<file path="config.mk">
export PLATFORM = sky130hd
export DESIGN_NAME = square_scheduler
export DESIGN_NICKNAME = d
export VERILOG_FILES = /design/src/rtl/square_scheduler_pkg.sv /design/src/rtl/square_scheduler_obj_table.sv /design/src/rtl/square_scheduler.sv
export SDC_FILE = /design/constraint.sdc
export NUM_CORES = 1
export LEC_CHECK = 0
export ABC_AREA = 1
export BUFFER_PORTS_ARGS = -buffer_cell sky130_fd_sc_hd__buf_4
export CAP_MARGIN = 10
export CORE_UTILIZATION = 60
export DETAILED_ROUTE_END_ITERATION = 10
export PLACE_DENSITY = 0.78
export SLEW_MARGIN = 20
export SYNTH_ARGS = -nofsm -noshare
export SYNTH_HDL_FRONTEND = slang
export SYNTH_SLANG_ARGS = --single-unit
</file>
<file path="constraint.sdc">
create_clock -name clock -period 5.7 [get_ports clock]
set_clock_uncertainty 0.1 [all_clocks]
set_input_delay 0.285 -clock clock [delete_from_list [all_inputs] [get_ports clock]]
set_output_delay 0.285 -clock clock [all_outputs]
set_load 0.005 [all_outputs]
</file>
<file path="src/rtl/square_scheduler_pkg.sv">
// square_scheduler_pkg: shared state encodings, object record and screen constants.
// is_offscreen is used only when SCHED_CULL_EN is defined.
package square_scheduler_pkg;

  typedef enum logic [1:0] {
    IDLE = 2'd0,
    SCAN = 2'd1,
    DRAW = 2'd2
  } sched_state_t;

  typedef struct packed {
    logic [8:0] x;
    logic [8:0] y;
    logic [5:0] depth;
  } obj_t;

  localparam int OBJ_W     = $bits(obj_t);
  localparam int X_MAX     = 128;
  localparam int Y_MAX     = 64;
  localparam int DEPTH_MAX = 63;

  // Half-size grows as depth shrinks; the square is gone once its center clears the far edge by that much.
  function automatic logic is_offscreen(input logic [8:0] x, input logic [8:0] y,
                                        input logic [5:0] depth);
    logic [9:0] half;
    half = 10'(DEPTH_MAX) - {4'd0, depth};
    return ({1'b0, x} >= 10'(X_MAX) + half) || ({1'b0, y} >= 10'(Y_MAX) + half);
  endfunction

endpackage

</file>
<file path="src/rtl/square_scheduler_obj_table.sv">
// square_scheduler_obj_table: object store with one write port, one registered read port,
// per-entry valid bits and a per-frame drawn mask (flags reset by the active-low reset).
module square_scheduler_obj_table
  import square_scheduler_pkg::*;
#(
  parameter int NUM_OBJ = 8,
  parameter int IDX_W   = 3
) (
  input  logic               clock,
  input  logic               reset,
  input  logic               wr_en,
  input  logic [IDX_W-1:0]   wr_addr,
  input  logic [OBJ_W-1:0]   wr_data,
  input  logic               wr_valid,
  input  logic [IDX_W-1:0]   rd_addr,
  output logic [OBJ_W-1:0]   rd_data,
  output logic [NUM_OBJ-1:0] valid,
  output logic [NUM_OBJ-1:0] drawn,
  input  logic               drawn_clr,
  input  logic               drawn_set,
  input  logic [IDX_W-1:0]   drawn_idx
);

  logic [OBJ_W-1:0]   mem [NUM_OBJ];
  logic [OBJ_W-1:0]   rd_data_reg;
  logic [NUM_OBJ-1:0] valid_reg;
  logic [NUM_OBJ-1:0] drawn_reg;

  // Payload has no reset so it maps onto RAM; only the flags need clearing.
  always_ff @(posedge clock) begin
    if (wr_en) begin
      mem[wr_addr] <= wr_data;
    end
    rd_data_reg <= mem[rd_addr];
  end

  for (genvar gi = 0; gi < NUM_OBJ; gi++) begin : g_flags
    always_ff @(posedge clock) begin
      if (!reset) begin
        valid_reg[gi] <= 1'b0;
        drawn_reg[gi] <= 1'b0;
      end else begin
        if (wr_en && (wr_addr == IDX_W'(gi))) begin
          valid_reg[gi] <= wr_valid;
        end
        if (drawn_clr) begin
          drawn_reg[gi] <= 1'b0;
        end else if (drawn_set && (drawn_idx == IDX_W'(gi))) begin
          drawn_reg[gi] <= 1'b1;
        end
      end
    end
  end

  assign rd_data = rd_data_reg;
  assign valid   = valid_reg;
  assign drawn   = drawn_reg;

endmodule

</file>
<file path="src/rtl/square_scheduler.sv">
// square_scheduler: per frame, issues valid squares to the edge calculator farthest-first.
// Define SCHED_CULL_EN to skip wholly off-screen squares and expose cull_count.
module square_scheduler
  import square_scheduler_pkg::*;
#(
  parameter int NUM_OBJ = 8,
  parameter int IDX_W   = 3
) (
  input  logic             clock,
  input  logic             reset,
  input  logic             frame_start,
  input  logic             wr_en,
  input  logic [IDX_W-1:0] wr_addr,
  input  logic [8:0]       wr_x,
  input  logic [8:0]       wr_y,
  input  logic [5:0]       wr_depth,
  input  logic             wr_valid,
  input  logic             ec_donesquare,
  output logic             ec_enable,
  output logic [8:0]       ec_xcenter,
  output logic [8:0]       ec_ycenter,
  output logic [5:0]       ec_depth,
  output logic             busy,
  output logic             frame_done,
  output logic             wr_err
`ifdef SCHED_CULL_EN
  ,
  output logic [7:0]       cull_count
`endif
);

  localparam logic [IDX_W-1:0] LAST_IDX = IDX_W'(NUM_OBJ - 1);

  sched_state_t     state_reg, state_next;
  logic [IDX_W-1:0] scan_idx_reg, scan_idx_next;
  logic [IDX_W-1:0] cmp_idx_reg, cmp_idx_next;
  logic [IDX_W-1:0] best_idx_reg, best_idx_next;
  logic             fetch_done_reg, fetch_done_next;
  logic             cmp_vld_reg, cmp_vld_next;
  logic             best_found_reg, best_found_next;
  obj_t             best_reg, best_next;
  obj_t             ec_obj_reg, ec_obj_next;
  logic             ec_enable_reg, ec_enable_next;
  logic             busy_reg, busy_next;
  logic             frame_done_reg, frame_done_next;
  logic             wr_err_reg, wr_err_next;

  obj_t             rd_obj;
  obj_t             wr_obj;
  logic [OBJ_W-1:0] rd_data;
  logic [NUM_OBJ-1:0] valid;
  logic [NUM_OBJ-1:0] drawn;
  logic             drawn_clr, drawn_set;
  logic [IDX_W-1:0] drawn_idx;
  logic             wr_accept, cand, cull, take;

  assign wr_accept = wr_en && !busy_reg;
  assign wr_obj    = '{x: wr_x, y: wr_y, depth: wr_depth};
  assign rd_obj    = obj_t'(rd_data);

  square_scheduler_obj_table #(
    .NUM_OBJ(NUM_OBJ),
    .IDX_W  (IDX_W)
  ) u_obj_table (
    .clock    (clock),
    .reset    (reset),
    .wr_en    (wr_accept),
    .wr_addr  (wr_addr),
    .wr_data  (wr_obj),
    .wr_valid (wr_valid),
    .rd_addr  (scan_idx_reg),
    .rd_data  (rd_data),
    .valid    (valid),
    .drawn    (drawn),
    .drawn_clr(drawn_clr),
    .drawn_set(drawn_set),
    .drawn_idx(drawn_idx)
  );

  // rd_obj holds entry cmp_idx_reg whenever cmp_vld_reg is set (one-cycle read latency).
  assign cand = cmp_vld_reg && valid[cmp_idx_reg] && !drawn[cmp_idx_reg];

`ifdef SCHED_CULL_EN
  logic [7:0] cull_count_reg, cull_count_next;
  assign cull       = cand && is_offscreen(rd_obj.x, rd_obj.y, rd_obj.depth);
  assign cull_count = cull_count_reg;
`else
  assign cull = 1'b0;
`endif

  assign take = cand && !cull && (!best_found_reg || (rd_obj.depth > best_reg.depth));

  always_comb begin
    state_next      = state_reg;
    scan_idx_next   = scan_idx_reg;
    cmp_idx_next    = cmp_idx_reg;
    best_idx_next   = best_idx_reg;
    fetch_done_next = fetch_done_reg;
    cmp_vld_next    = 1'b0;
    best_found_next = best_found_reg;
    best_next       = best_reg;
    ec_obj_next     = ec_obj_reg;
    ec_enable_next  = ec_enable_reg;
    busy_next       = busy_reg;
    frame_done_next = 1'b0;
    wr_err_next     = wr_en && busy_reg;
    drawn_clr       = 1'b0;
    drawn_set       = 1'b0;
    drawn_idx       = cmp_idx_reg;
`ifdef SCHED_CULL_EN
    cull_count_next = cull_count_reg;
`endif

    case (state_reg)
      IDLE: begin
        if (frame_start) begin
          state_next      = SCAN;
          busy_next       = 1'b1;
          drawn_clr       = 1'b1;
          best_found_next = 1'b0;
          scan_idx_next   = '0;
          fetch_done_next = 1'b0;
`ifdef SCHED_CULL_EN
          cull_count_next = 8'd0;
`endif
        end
      end

      SCAN: begin
        if (!fetch_done_reg) begin
          cmp_vld_next    = 1'b1;
          cmp_idx_next    = scan_idx_reg;
          scan_idx_next   = scan_idx_reg + IDX_W'(1);
          fetch_done_next = (scan_idx_reg == LAST_IDX);
        end
        if (cull) begin
          drawn_set = 1'b1;
`ifdef SCHED_CULL_EN
          if (cull_count_reg != 8'hFF) begin
            cull_count_next = cull_count_reg + 8'd1;
          end
`endif
        end
        if (take) begin
          best_found_next = 1'b1;
          best_idx_next   = cmp_idx_reg;
          best_next       = rd_obj;
        end
        if (cmp_vld_reg && (cmp_idx_reg == LAST_IDX)) begin
          if (best_found_next) begin
            ec_obj_next    = best_next;
            ec_enable_next = 1'b1;
            state_next     = DRAW;
          end else begin
            frame_done_next = 1'b1;
            busy_next       = 1'b0;
            state_next      = IDLE;
          end
        end
      end

      DRAW: begin
        // scan_idx has wrapped to 0, so entry 0 is already on rd_obj: restart with it in compare.
        if (ec_donesquare) begin
          drawn_set       = 1'b1;
          drawn_idx       = best_idx_reg;
          best_found_next = 1'b0;
          ec_enable_next  = 1'b0;
          state_next      = SCAN;
          cmp_vld_next    = 1'b1;
          cmp_idx_next    = '0;
          scan_idx_next   = IDX_W'(1);
          fetch_done_next = 1'b0;
        end
      end

      default: begin
        state_next = IDLE;
      end
    endcase
  end

  always_ff @(posedge clock) begin
    if (!reset) begin
      state_reg      <= IDLE;
      scan_idx_reg   <= '0;
      cmp_idx_reg    <= '0;
      best_idx_reg   <= '0;
      fetch_done_reg <= 1'b0;
      cmp_vld_reg    <= 1'b0;
      best_found_reg <= 1'b0;
      best_reg       <= '0;
      ec_obj_reg     <= '0;
      ec_enable_reg  <= 1'b0;
      busy_reg       <= 1'b0;
      frame_done_reg <= 1'b0;
      wr_err_reg     <= 1'b0;
`ifdef SCHED_CULL_EN
      cull_count_reg <= 8'd0;
`endif
    end else begin
      state_reg      <= state_next;
      scan_idx_reg   <= scan_idx_next;
      cmp_idx_reg    <= cmp_idx_next;
      best_idx_reg   <= best_idx_next;
      fetch_done_reg <= fetch_done_next;
      cmp_vld_reg    <= cmp_vld_next;
      best_found_reg <= best_found_next;
      best_reg       <= best_next;
      ec_obj_reg     <= ec_obj_next;
      ec_enable_reg  <= ec_enable_next;
      busy_reg       <= busy_next;
      frame_done_reg <= frame_done_next;
      wr_err_reg     <= wr_err_next;
`ifdef SCHED_CULL_EN
      cull_count_reg <= cull_count_next;
`endif
    end
  end

  assign ec_enable  = ec_enable_reg;
  assign ec_xcenter = ec_obj_reg.x;
  assign ec_ycenter = ec_obj_reg.y;
  assign ec_depth   = ec_obj_reg.depth;
  assign busy       = busy_reg;
  assign frame_done = frame_done_reg;
  assign wr_err     = wr_err_reg;

endmodule
</file>
== Word level (Yosys, flattened, before mapping) ==
Memories as Yosys holds them, arrays and structs flattened. A register that Yosys moved wholly into a read port is not among the register bits.
Index checks and enable logic that the tools add are counted.

* Bits in registers: 82
* Bits in writable memories: 192
* Input bits: 33
* Output and inout bits: 28
* Word-level logic and storage cells: 146
* Memories: 1

{| class="wikitable"
|+ Memories
! name !! words !! width !! rd ports !! clocked after memory_dff !! write ports !! line !! text
|-
| u_obj_table.mem || 8 || 24 || 1 || 1 || 1 || square_scheduler_obj_table.sv:24 || <nowiki>logic [OBJ_W-1:0] mem [NUM_OBJ];</nowiki>
|}

* Add/sub/neg operators: 1
* Magnitude comparators: 2
* Equal/unequal tests: 24
* Mux-type cells: 42
* Bitwise logic cells: 1
* Reduce and logical (&&, ||, !) cells: 42

{| class="wikitable"
|+ Operator list
! kind !! count
|-
| 3-bit equality test (second input constant) || 10
|-
| 24-bit two-way mux || 1
|-
| 1-bit logical AND || 22
|-
| 3-bit two-way mux || 7
|-
| 1-bit two-way mux || 20
|-
| 3-bit AND reduction || 5
|-
| 3-bit by 2-bit equality test with 1-bit output (second input constant) || 4
|-
| 2-bit inequality test (second input constant) || 6
|-
| 4-bit AND reduction || 3
|-
| 3-bit case mux with 3 select lines || 1
|-
| 2-bit two-way mux || 4
|-
| 1-bit binary-select mux with 3-bit select || 2
|-
| 3-bit by 1-bit equality test with 1-bit output (second input constant) || 2
|-
| 6-bit greater-than comparator || 1
|-
| 3-bit zero test || 2
|-
| 1-bit case mux with 2 select lines || 3
|-
| 1-bit case mux with 3 select lines || 2
|-
| 2-bit case mux with 3 select lines || 1
|-
| 3-bit case mux with 2 select lines || 1
|-
| 3-bit by 4-bit < comparator with 1-bit output (second input constant) || 1
|-
| 2-bit nonzero test || 2
|-
| 3-bit by 1-bit adder with 3-bit output (second input constant) || 1
|-
| 1-bit zero test || 3
|-
| 3-bit nonzero test || 1
|-
| 7 further kinds || 7
|}

== Logic depth before layout (Yosys ltp) ==
Gate-level depths: netlist of the first run.

* Word-level depth: 10
* Gate-level depth with buffers: 15
* Mapped depth without buffers: 14

== Cells and area by module ==
From an unflattened synthesis of the first run, not the netlist that was laid out.

* Cell total of the unflattened synthesis: 1473
* Area, all modules: 12908.6 sq um

{| class="wikitable"
|+ By module, submodules not included
! module !! instances !! cells an instance !! area an instance (sq um) !! seq. area each (sq um)
|-
| square_scheduler_obj_table || 1 || 946 || 9464.1 || 6566.3
|-
| square_scheduler || 1 || 527 || 3444.6 || 1321.3
|}

== Worst setup path before layout of the first run ==
No wires, ideal clock.

* Path kind: register -> register
* Start: register busy_reg (netlist: busy)
* End: memory u_obj_table.mem[4][0] (netlist bit), enable pin
* Library setup time: 406 ps
* Arrival time: 1692 ps
* Required time: 5194 ps
* Path slack: 3502 ps
* Stages on the path, launching flop included: 6
* Path buffers: 0
* Period minus slack after synthesis: 2198 ps
* Cell sequence: dfxtp_1 > nor2_1 > inv_1 > nor2_1 > inv_1 > nor2_1

* Cells in the longest elaborated chain, start to end: 4

{| class="wikitable"
|+ Ends and longest elaborated chain
! element !! line !! text
|-
| start, declared || square_scheduler.sv:44 || <nowiki>logic busy_reg, busy_next;</nowiki>
|-
| start signal, assigned || square_scheduler.sv:212 || <nowiki>busy_reg <= busy_next;</nowiki>
|-
| 1-bit zero test || square_scheduler.sv:57 || <nowiki>assign wr_accept = wr_en && !busy_reg;</nowiki>
|-
| 1-bit logical AND || square_scheduler.sv:57 ||
|-
| 1-bit two-way mux || square_scheduler_obj_table.sv:31 || <nowiki>if (wr_en) begin</nowiki>
|-
| 1-bit two-way mux (not written as such) || square_scheduler_obj_table.sv:32 || <nowiki>mem[wr_addr] <= wr_data;</nowiki>
|-
| end, declared || square_scheduler_obj_table.sv:24 ||
|}

No other way between the ends.

== Final worst setup path of the first run ==
* Start: register scan_idx_reg[0]
* End: register scan_idx_reg[2]

* Cells in the longest elaborated chain, start to end: 3

{| class="wikitable"
|+ Ends and longest elaborated chain
! element !! line !! text
|-
| start, declared || square_scheduler.sv:35 || <nowiki>logic [IDX_W-1:0] scan_idx_reg, scan_idx_next;</nowiki>
|-
| start signal, assigned || square_scheduler.sv:203 || <nowiki>scan_idx_reg <= scan_idx_next;</nowiki>
|-
| 3-bit by 1-bit adder with 3-bit output || square_scheduler.sv:133 || <nowiki>scan_idx_next = scan_idx_reg + IDX_W'(1);</nowiki>
|-
| 3-bit two-way mux || square_scheduler.sv:130 || <nowiki>if (!fetch_done_reg) begin</nowiki>
|-
| 3-bit case mux with 3 select lines || square_scheduler.sv:114 || <nowiki>case (state_reg)</nowiki>
|}

No other way between the ends. The select of a mux whose other input is x is not followed.
A chain may end at the register's enable or synchronous reset.

==> results of run 1 <==
==> placed cells by master, fill, tap and decap left out, drive strengths merged <==
master	synthesis	layout
nor2	206	206
edfxtp	192	192
nand2	175	175
o21ai	121	121
dfxtp	106	106
buf	20	75
a21oi	73	73
inv	54	55
clkbuf	41	47
nand3	43	43
dlygate4sd3	0	27
o22ai	24	24
a31oi	24	24
ha	12	12
nor3	10	10
clkinv	1	8
nand4	4	4
a211oi	4	4
nand3b	1	1
a32oi	1	1
o211ai	1	1
a22oi	1	1
==> report_power, final <==
| group | switching, W | internal, W |
|---|---|---|
| combinational | 0.000381 | 0.000190 |
| sequential | 0.0000797 | 0.00241 |
| clock | 0.000765 | 0.00104 |
| total | 0.00123 | 0.00364 |
==> final cells by class <==
type	instances	area, µm²	share of cell area [%]
flip-flops and latches	298	7889	58.60
multi-input cells	700	3288	24.42
clock buffers	47	868.3	6.450
repair buffers	102	833.3	6.190
well taps	260	325.3	2.416
inverters	55	206.4	1.533
clock inverters	8	52.55	0.3903
==> stage by stage <==
stage / instances / setup WS (ns) / hold slack (ns) / power, W / utilization (%)
CTS: 1470 / 3.275 / 0.001597 / 0.004889 / 71.50
global route: 1470 / 3.001 / 0.03228 / 0.005067 / 71.50
finish: 1470 / 3.250 / 0.01825 / 0.004866 / 71.50
floorplan: 1114 / 3.502 / 0.2839 / 0.002882 / -
global placement: 1388 / 3.314 / 0.3330 / 0.003060 / 65.17
detailed placement: 1388 / 3.283 / 0.3341 / 0.003078 / 65.17
==> layer usage <==
layer,vias up,track usage [%]
met5,-,0
met4,0,7.208
met3,32,4.314
met2,274,38.77
met1,3833,34.90
li1,3988,-
==> worst max-delay path: stages (launching register included) <==
cell and delay (ns):
dfxtp_2 0.83, buf_4 0.64, ha_1 0.26, ha_1 0.22, a32oi_1 0.18, a21oi_1 0.06
==> worst max-delay path by stage <==
| stage | end | slack [ns] | cells after the start |
|---|---|---|---|
| 2_1_floorplan | u_obj_table.mem[4][0] | 3.50 | 5 |
| 3_3_place_gp | u_obj_table.rd_data[5] | 3.31 | 5 |
| 3_5_place_dp | scan_idx_reg[2] | 3.28 | 5 |
| 4_1_cts | scan_idx_reg[2] | 3.27 | 5 |
| 5_1_grt | u_obj_table.rd_data[5] | 3.00 | 5 |
| 6_report | scan_idx_reg[2] | 3.25 | 5 |
==> logic make-up (layout without fill, tap and decap cells) <==
| group | after synthesis | in the layout |
|---|---|---|
| AOI/OAI and AO/OA | 249 | 249 |
| adders and majority gates | 12 | 12 |
| buffers and inverters | 116 | 212 |
| DFF | 298 | 298 |
| and+or+nand+nor | 439 | 439 |
==> results.yml, run 1 <==
placement:
  dp_hpwl_um: 13170
  placed_cell_area_mm2: 0.01227
  gp_congestion: 0.8161
  numPortBuffers: 60
yosys:
  synth_area_leader_cell: "edfxtp_1"
  synth_compound_area_share_pct: 11.39
  synth_top_family_by_area: "simple AND/OR/NAND/NOR gates"
  netlist_area_mm2: 0.01163
  yosysSeqAreaShare_pct: 67.82
  synthAdderAreaFrac_pct: 1.291
  ys.flop_type: "edfxtp_1"
  synthArstFlopShare_pct: 0
  synth_edf_count: 192
  synth_common_cells: "nor2_1, edfxtp_1, nand2_1"
  synth_fp_nets: 1159
  avgSynthCellArea_um2: 10.44
  synthCells: 1114
  synthTopCellsByArea: "edfxtp_1, dfxtp_1, nor2_1, nand2_1, o21ai_0"
  yosysTopAreaCellShare_pct: 49.58
  synth_xor_area_share_pct: 0
  ys_types: 31
  synth-seq-cells: 298
  synth_most_common_cell: "nor2_1"
  synthMuxAreaShare_pct: 0
  ys_warn_count: 0
  synth-simple-area-share_pct: 15.42
worst_setup_path:
  critical_path_peak_fanout: 59
  r2r_end: "scan_idx_reg[2]"
  critPathArrivalTime_ns: 2.76
  crit_required_ns: 6.01
  worstRegToRegCells: 5
  r2r-start: "scan_idx_reg[0]"
  rrSetupSlack_ns: 3.25
  crit_path_end_kind: "flip-flop"
  timing_worst_setup_path_type: "reg2reg"
  start_kind: "flip-flop"
  crit_path_start: "scan_idx_reg[0]"
drt:
  routed.top_layer: "met4"
  wl_per_cell_um: 16.21
  drt_wl_total_um: 23840
  drtIter0Drc: 700
  drtPass1Iterations: 7
  drtAntennaViolNets: 0
  wl_met2_um: 11150
  wl_met1_um: 10640
  vias_per_cell: 5.529
  wl_met3_um: 1628
  drc: 0
  vias: 8127
global_route:
  gr-total-overflow: 0
  grt_max_degree: 98
  grt_pass1_wl_um: 38240
  grt_pass1_vias: 7416
  antenna_found_initial: 0
  grtUsageTotal_pct: 24.49
floorplanning:
  ios: 61
  die-area_mm2: 0.01994
  num_rows: 50
  die_w_um: 141.2
  initial_core_util_pct: 61.76
  core_area_mm2: 0.01883
  dieHeight_um: 141.2
sta:
  drv_slew: 0
  post-route-period-util_pct: 42.98
  hold_violations: 0
  slew_headroom_pct: 36.62
  layout_min_cycle_time_ns: 2.450
  worstMarginPinSlew_ns: 0.9493
  max_freq_mhz: 408.2
  rsz0062_at_grt: "false"
  setup_tns_ns: 0
  setup_violations: 0
power:
  peakVddDrop_mv: 0.2610
  power_per_cell_area_mw_per_mm2: 361.5
  power.leakage_nw: 4.920
clocking:
  clockRootBuffer: "clkbuf_16"
  clockBufferDepth: 3
  cts-hold-fix-buffers: 27
  clk_latency_ns: 0.56
  numCtsBuffers: 30
  cts_resized: 0
  clk_pin_slew_ns: 0.06
  cts_tree: "done"
  cts_setup_buffers: 0
  cts_htree_levels: 1
  cts_sinks: 298
run_status:
  status: "finished clean"
min_path:
  min-delay-start: "reset"
  hold_end: "cmp_vld_reg"
  hold_depth: 3
  hp-class: "in2reg"
cells_and_area:
  fill_cells: 1268
  stdcell_area_mm2: 0.01346
  nets: 1232
  area_delta_synth_final_pct: 15.76
  num_antenna_cells: 0
  drive_gt1_share_pct: 11.65
  largest_reg_flops: 192
flow_run:
  max_cap_viol_count: 0
No activity file was read; power rests on OpenSTA's default activity.
==> run 2, diff against run 1 <==
ABC_AREA = 0   (was 1)
CORE_UTILIZATION = 55   (was 60)
PLACE_DENSITY = 0.76   (was 0.78)
clock period = 2 ns   (was 5.7 ns; I/O delays follow)
==> run 2 against run 1 <==
  * The run now ends with setup timing left
  * Sequential power rose to 2.7 times the previous value
  * Final area is 4.6% higher
  * Synthesized cell count decreased by 32%
  * Sequential cell count stayed put
  * Critical endpoint is now ec_xcenter[6]
  * Largest power group unchanged
==> results.yml, run 2 <==
yosys:
  synthCells: 756
  ys_types: 39
  synth_fp_nets: 801
  synthTopCellsByArea: "edfxtp_1, dfxtp_1, mux4_2, mux2i_1, mux2_2"
  synth_most_common_cell: "edfxtp_1"
  synth_area_leader_cell: "edfxtp_1"
  synthArstFlopShare_pct: 0
  ys.flop_type: "edfxtp_1"
  ys_warn_count: 0
  synth_common_cells: "edfxtp_1, dfxtp_1, nand2_1"
  avgSynthCellArea_um2: 15.16
  yosysSeqAreaShare_pct: 68.81
  netlist_area_mm2: 0.01146
  synth_edf_count: 192
  synth-seq-cells: 298
  yosysTopAreaCellShare_pct: 50.29
clocking:
  clk_pin_slew_ns: 0.07
  cts_sinks: 298
  numCtsBuffers: 28
  clk_latency_ns: 0.55
  cts_htree_levels: 1
  clockRootBuffer: "clkbuf_16"
  cts_tree: "done"
  clockBufferDepth: 3
global_route:
  grt_pass1_vias: 6955
  grt_max_degree: 67
  antenna_found_initial: 1
  grt_pass1_wl_um: 37670
  gr-total-overflow: 0
  grtUsageTotal_pct: 22.96
floorplanning:
  die_w_um: 146.4
  dieHeight_um: 146.4
  die-area_mm2: 0.02142
  ios: 61
  core_area_mm2: 0.02036
  initial_core_util_pct: 56.29
  num_rows: 52
worst_setup_path:
  crit_required_ns: 2.32
  max_stage_delay_ns: 0.54
  critical_path_peak_fanout: 13
  start_kind: "flip-flop"
  crit_family: "compound AO/OA/AOI/OAI gates"
  worst-path-buf-inv: 3
  timing_worst_setup_path_type: "reg2reg"
  crit_path_end_kind: "flip-flop"
  worstPathCellList: "buf_6, mux4_2, buf_6, buf_4, a2bb2oi_4, o21ai_0, a31oi_1"
  cp_slowest_cell: "mux4_2"
  critPathArrivalTime_ns: 2.37
  crit_path_frequent_cell: "buf_6"
flow_run:
  max_cap_viol_count: 0
power:
  power_frac_seq_pct: 54.0
  power.leakage_nw: 4.910
  p_clk_share_pct: 41.5
  internal_power_w: 0.009869
  switching_share_pct: 20.44
  power_per_cell_area_mw_per_mm2: 881.0
  switchingPower_w: 0.002536
  peakVddDrop_mv: 0.5371
  combPwrFrac_pct: 4.5
sta:
  worstMarginPinSlew_ns: 0.8338
  max_freq_mhz: 486.3
  worst_slack_ns: -0.05633
  slew_headroom_pct: 44.30
  hold_ws_ns: 0.02355
  setup_tns_ns: -0.7352
  post-route-period-util_pct: 102.8
  hold_violations: 0
  setup_violations: 38
  layout_min_cycle_time_ns: 2.056
  rsz0062_at_grt: "true"
  drv_slew: 0
cells_and_area:
  layout_commonest_cell: "edfxtp_1"
  seqCellArea_mm2: 0.007905
  mostFrequentLayoutCells: "edfxtp_1, dfxtp_1, buf_4"
  fill_cells: 1285
  drive_gt1_share_pct: 28.84
  nets: 922
  largest_reg_flops: 192
  area_delta_synth_final_pct: 22.82
  multi_input_area_mm2: 0.003506
drt:
  vias_per_cell: 5.902
  drc: 0
  drtAntennaViolNets: 0
  vias: 6900
  drt_wl_total_um: 24520
  drtPass1Iterations: 7
  drtIter0Drc: 546
  wl_per_cell_um: 20.98
run_status:
  status: "finished with violations"
  violations: "setup timing"
min_path:
  hp-class: "in2reg"
placement:
  dp_hpwl_um: 13450
  gp_congestion: 0.8162
  numPortBuffers: 60
  place_ws_ns: -0.3480
[run 2: final timing paths]
path,start,to,slack (ns),cells after the start
worst min-delay path,wr_addr[2],u_obj_table.valid[2],0.02,4
worst max register to register,cmp_idx_reg[1],ec_xcenter[6],-0.06,7
worst min register to register,best_reg[6],best_reg[6],0.36,2
worst max-delay path,cmp_idx_reg[1],ec_xcenter[6],-0.06,7
[run 2: stage by stage]
step / instance area [µm²] / utilization (%) / std cells / power, W
finish: 14080 / 69.14 / 1169 / 0.01240
global route: 14080 / 69.14 / 1169 / 0.01275
CTS: 14010 / 68.79 / 1164 / 0.01245
detailed placement: 12490 / 61.34 / 1066 / 0.007311
global placement: 12490 / 61.34 / 1066 / 0.007286
floorplan: 11510 / - / 756 / 0.007082
[run 2: tightest hold or removal path: stages]
cell and delay [ns]:
buf_4 0.08, or3b_4 0.18, o21ai_0 0.10, a21boi_0 0.15
[run 2: power groups by stage]
| stage | clock (W) | combinational, W | sequential, W |
|---|---|---|---|
| final | 0.00515 | 0.000554 | 0.00670 |
| after global routing | 0.00544 | 0.000598 | 0.00671 |
| after CTS | 0.00521 | 0.000543 | 0.00670 |
| after detailed placement | 0 | 0.000480 | 0.00683 |
| after global placement | 0 | 0.000462 | 0.00682 |
| after floorplan | 0 | 0.000267 | 0.00681 |
[run 2: kinds of logic (layout without fill, tap and decap cells)]
group                      after synthesis  in the layout  synth area share [%]
DFF                                    298            298                 68.81
and+or+nand+nor                        163            163                 6.614
AOI/OAI and AO/OA                      124            125                 6.472
muxes                                  103            103                 14.71
buffers and inverters                   56            197                 2.085
adders and majority gates               12             12                 1.310
other                                    0              1                     0
[run 2: cell type report]
type	instances	area share, %
inverters	10	0.2666
well taps	270	2.399
repair buffers	136	9.882
clock buffers	33	5.110
flip-flops and latches	298	56.14
clock inverters	18	1.280
multi-input cells	403	24.90
diodes	1	0.01777
[run 2: layer usage]
metal	global-route usage [%]	vias up	part of all wire, %
li1	-	3134	-
met1	28.86	3448	40
met2	38.71	262	51
met3	4.219	56	6.7
met4	10.94	0	3.0
met5	0	-	0
[run 2: timing repair]
action | in CTS | in global routing
endpoints found under the hold margin | 228 | 0
endpoints found under the setup margin | 52 | 59
cloned | 5 | 3
buffers inserted | 11 | 6
pin swaps | 3 | 23
hold buffers | 31 | 0
gates resized for setup | 20 | 29
==> run 3, diff against run 2 <==
==> constraint.sdc (replaced) <==
create_clock -name clock -period 2 [get_ports clock]
set_clock_uncertainty 0.1 [all_clocks]
set_input_delay 0.4 -clock clock [delete_from_list [all_inputs] [get_ports clock]]
set_output_delay 0.4 -clock clock [all_outputs]
set_load 0.005 [all_outputs]
==> run 3 against run 2 <==
  * The flow still finishes with violations (setup timing)
  * Setup slack got worse by 0.016 ns
  * Sequential power about the same
  * Count of clock-buffer cells in the layout unchanged
  * Via count increased by 0.55%
  * Die area unchanged
  * Global-route usage increased by 0.48 points
  * Sequential cell count unchanged
  * Largest cell class unchanged
==> results.yml, run 3 (synthesis results as in run 2) <==
run_status:
  status: "finished with violations"
  violations: "setup timing"
clocking:
  clk_latency_ns: 0.55
  clockRootBuffer: "clkbuf_16"
  clk_pin_slew_ns: 0.06
  cts_tree: "done"
  clockBufferDepth: 3
  numCtsBuffers: 29
  cts_sinks: 298
  cts_htree_levels: 1
sta:
  worst_slack_ns: -0.07225
  setup_tns_ns: -0.7140
  hold_violations: 0
  drv_slew: 0
  setup_violations: 23
  worstMarginPinSlew_ns: 0.5134
  slew_headroom_pct: 65.78
  post-route-period-util_pct: 103.6
  rsz0062_at_grt: "true"
  layout_min_cycle_time_ns: 2.072
  max_freq_mhz: 482.6
  hold_ws_ns: 0.04928
floorplanning:
  core_area_mm2: 0.02036
  ios: 61
  num_rows: 52
  die_w_um: 146.4
  dieHeight_um: 146.4
  die-area_mm2: 0.02142
  initial_core_util_pct: 56.29
worst_setup_path:
  critPathArrivalTime_ns: 2.41
  r2r-start: "cmp_idx_reg[1]"
  cp_slowest_cell: "mux4_2"
  crit_path_start: "cmp_idx_reg[1]"
  worst-path-stages: 7
  endpoint: "best_reg[13]"
  max_stage_delay_ns: 0.55
  worst-path-buf-inv: 3
  crit_path_frequent_cell: "buf_12"
  rrSetupSlack_ns: -0.07
  r2r_end: "best_reg[13]"
  timing_worst_setup_path_type: "reg2reg"
  critical_path_peak_fanout: 7
  worstRegToRegCells: 7
  worstPathCellList: "buf_6, mux4_2, o2bb2ai_4, nand3_4, buf_12, buf_12, mux2i_4"
  crit_path_end_kind: "flip-flop"
  crit_family: "multiplexers"
  start_kind: "flip-flop"
  crit_required_ns: 2.34
power:
  power.leakage_nw: 4.969
  peakVddDrop_mv: 0.5843
  switchingPower_w: 0.002582
  switching_share_pct: 20.37
  power_per_cell_area_mw_per_mm2: 896.7
  internal_power_w: 0.01009
  power_frac_seq_pct: 52.9
  p_clk_share_pct: 42.7
  combPwrFrac_pct: 4.4
placement:
  place_ws_ns: -0.3627
  placed_cells: 1074
  numPortBuffers: 60
  dp_hpwl_um: 13920
  gp_congestion: 0.8444
cells_and_area:
  largest_reg_flops: 192
  area_delta_synth_final_pct: 23.30
  nets: 925
  drive_gt1_share_pct: 29.79
  fin_util_pct: 69.41
  num_antenna_cells: 0
  instances_no_fill: 1173
  mostFrequentLayoutCells: "edfxtp_1, dfxtp_1, buf_4"
  layout_commonest_cell: "edfxtp_1"
global_route:
  grt_pass1_vias: 7136
  grt_max_degree: 56
  antenna_found_initial: 0
  grt_pass1_wl_um: 38780
  gr-total-overflow: 0
  grtUsageTotal_pct: 23.44
drt:
  drt_wl_total_um: 25300
  wl_per_cell_um: 21.57
  drc: 0
  drtPass1Iterations: 8
  vias_per_cell: 5.915
  vias: 6938
  drtAntennaViolNets: 0
  drtIter0Drc: 525
flow_run:
  max_cap_viol_count: 0
min_path:
  hp-class: "in2reg"
==> run 3: cell types whose count changed in the layout (fill, tap and decap cells not counted), sizes merged <==
cell,before,now
buf,103,112
bufinv,3,4
clkinv,10,15
clkinvlp,4,1
diode,1,0
dlygate4sd3,31,24
==> run 3: per-layer routing <==
metal	GRT usage [%]	wire (µm)
met4	8.958	752
met3	3.688	1429
met5	0	0
met1	30.00	10100
met2	40.40	13010
==> run 3: layout make-up <==
| class | instances | area (µm²) |
|---|---|---|
| Tap cell | 270 | 337.8 |
| Sequential cell | 298 | 7906 |
| Clock buffer | 33 | 740.7 |
| Multi-Input combinational cell | 403 | 3501 |
| Clock inverter | 21 | 217.7 |
| Fill cell | 1253 | 6230 |
| Inverter | 10 | 37.54 |
| Timing Repair Buffer | 138 | 1394 |
==> run 3: worst min-delay path by stage <==
stage	from	endpoint	slack, ns	depth (start not counted)
floorplan	u_obj_table.drawn[6]	u_obj_table.drawn[6]	0.33	2
global placement	best_reg[20]	best_reg[20]	0.34	2
detailed placement	u_obj_table.rd_data[15]	best_reg[15]	0.35	2
CTS	wr_en	wr_err	0.02	2
global route	wr_en	wr_err	0.03	2
finish	wr_en	wr_err	0.05	2
==> run 3: worst reg2reg max path, delay by kind of cell (launching register included) <==
| family | cells | cell delay [ns] |
|---|---|---|
| compound gates | 1 | 0.23 |
| buf+inv | 3 | 0.40 |
| flops | 1 | 0.36 |
| mux | 2 | 0.73 |
| simple gates | 1 | 0.15 |
==> run 3: power by group through the flow <==
stage / sequential, W / clock, W / combinational, W
after floorplan: 0.00681 / 0 / 0.000267
after global placement: 0.00682 / 0 / 0.000467
after detailed placement: 0.00683 / 0 / 0.000484
after CTS: 0.00670 / 0.00550 / 0.000535
after global routing: 0.00671 / 0.00573 / 0.000604
final: 0.00670 / 0.00541 / 0.000559
==> run 3: through the flow <==
| step | area, µm² | power, W |
|---|---|---|
| floorplan | 11510 | 0.007081 |
| global placement | 12530 | 0.007290 |
| detailed placement | 12530 | 0.007315 |
| CTS | 13950 | 0.01273 |
| global route | 14130 | 0.01305 |
| finish | 14130 | 0.01267 |
==> run 3: what timing repair did <==
action	4_1_cts	5_1_grt
resized for setup	17	22
hold buffers	24	0
cloned	3	3
hold endpoints to repair	185	0
endpoints found under the setup margin	50	53
pin swaps	4	6
buffers inserted	6	10
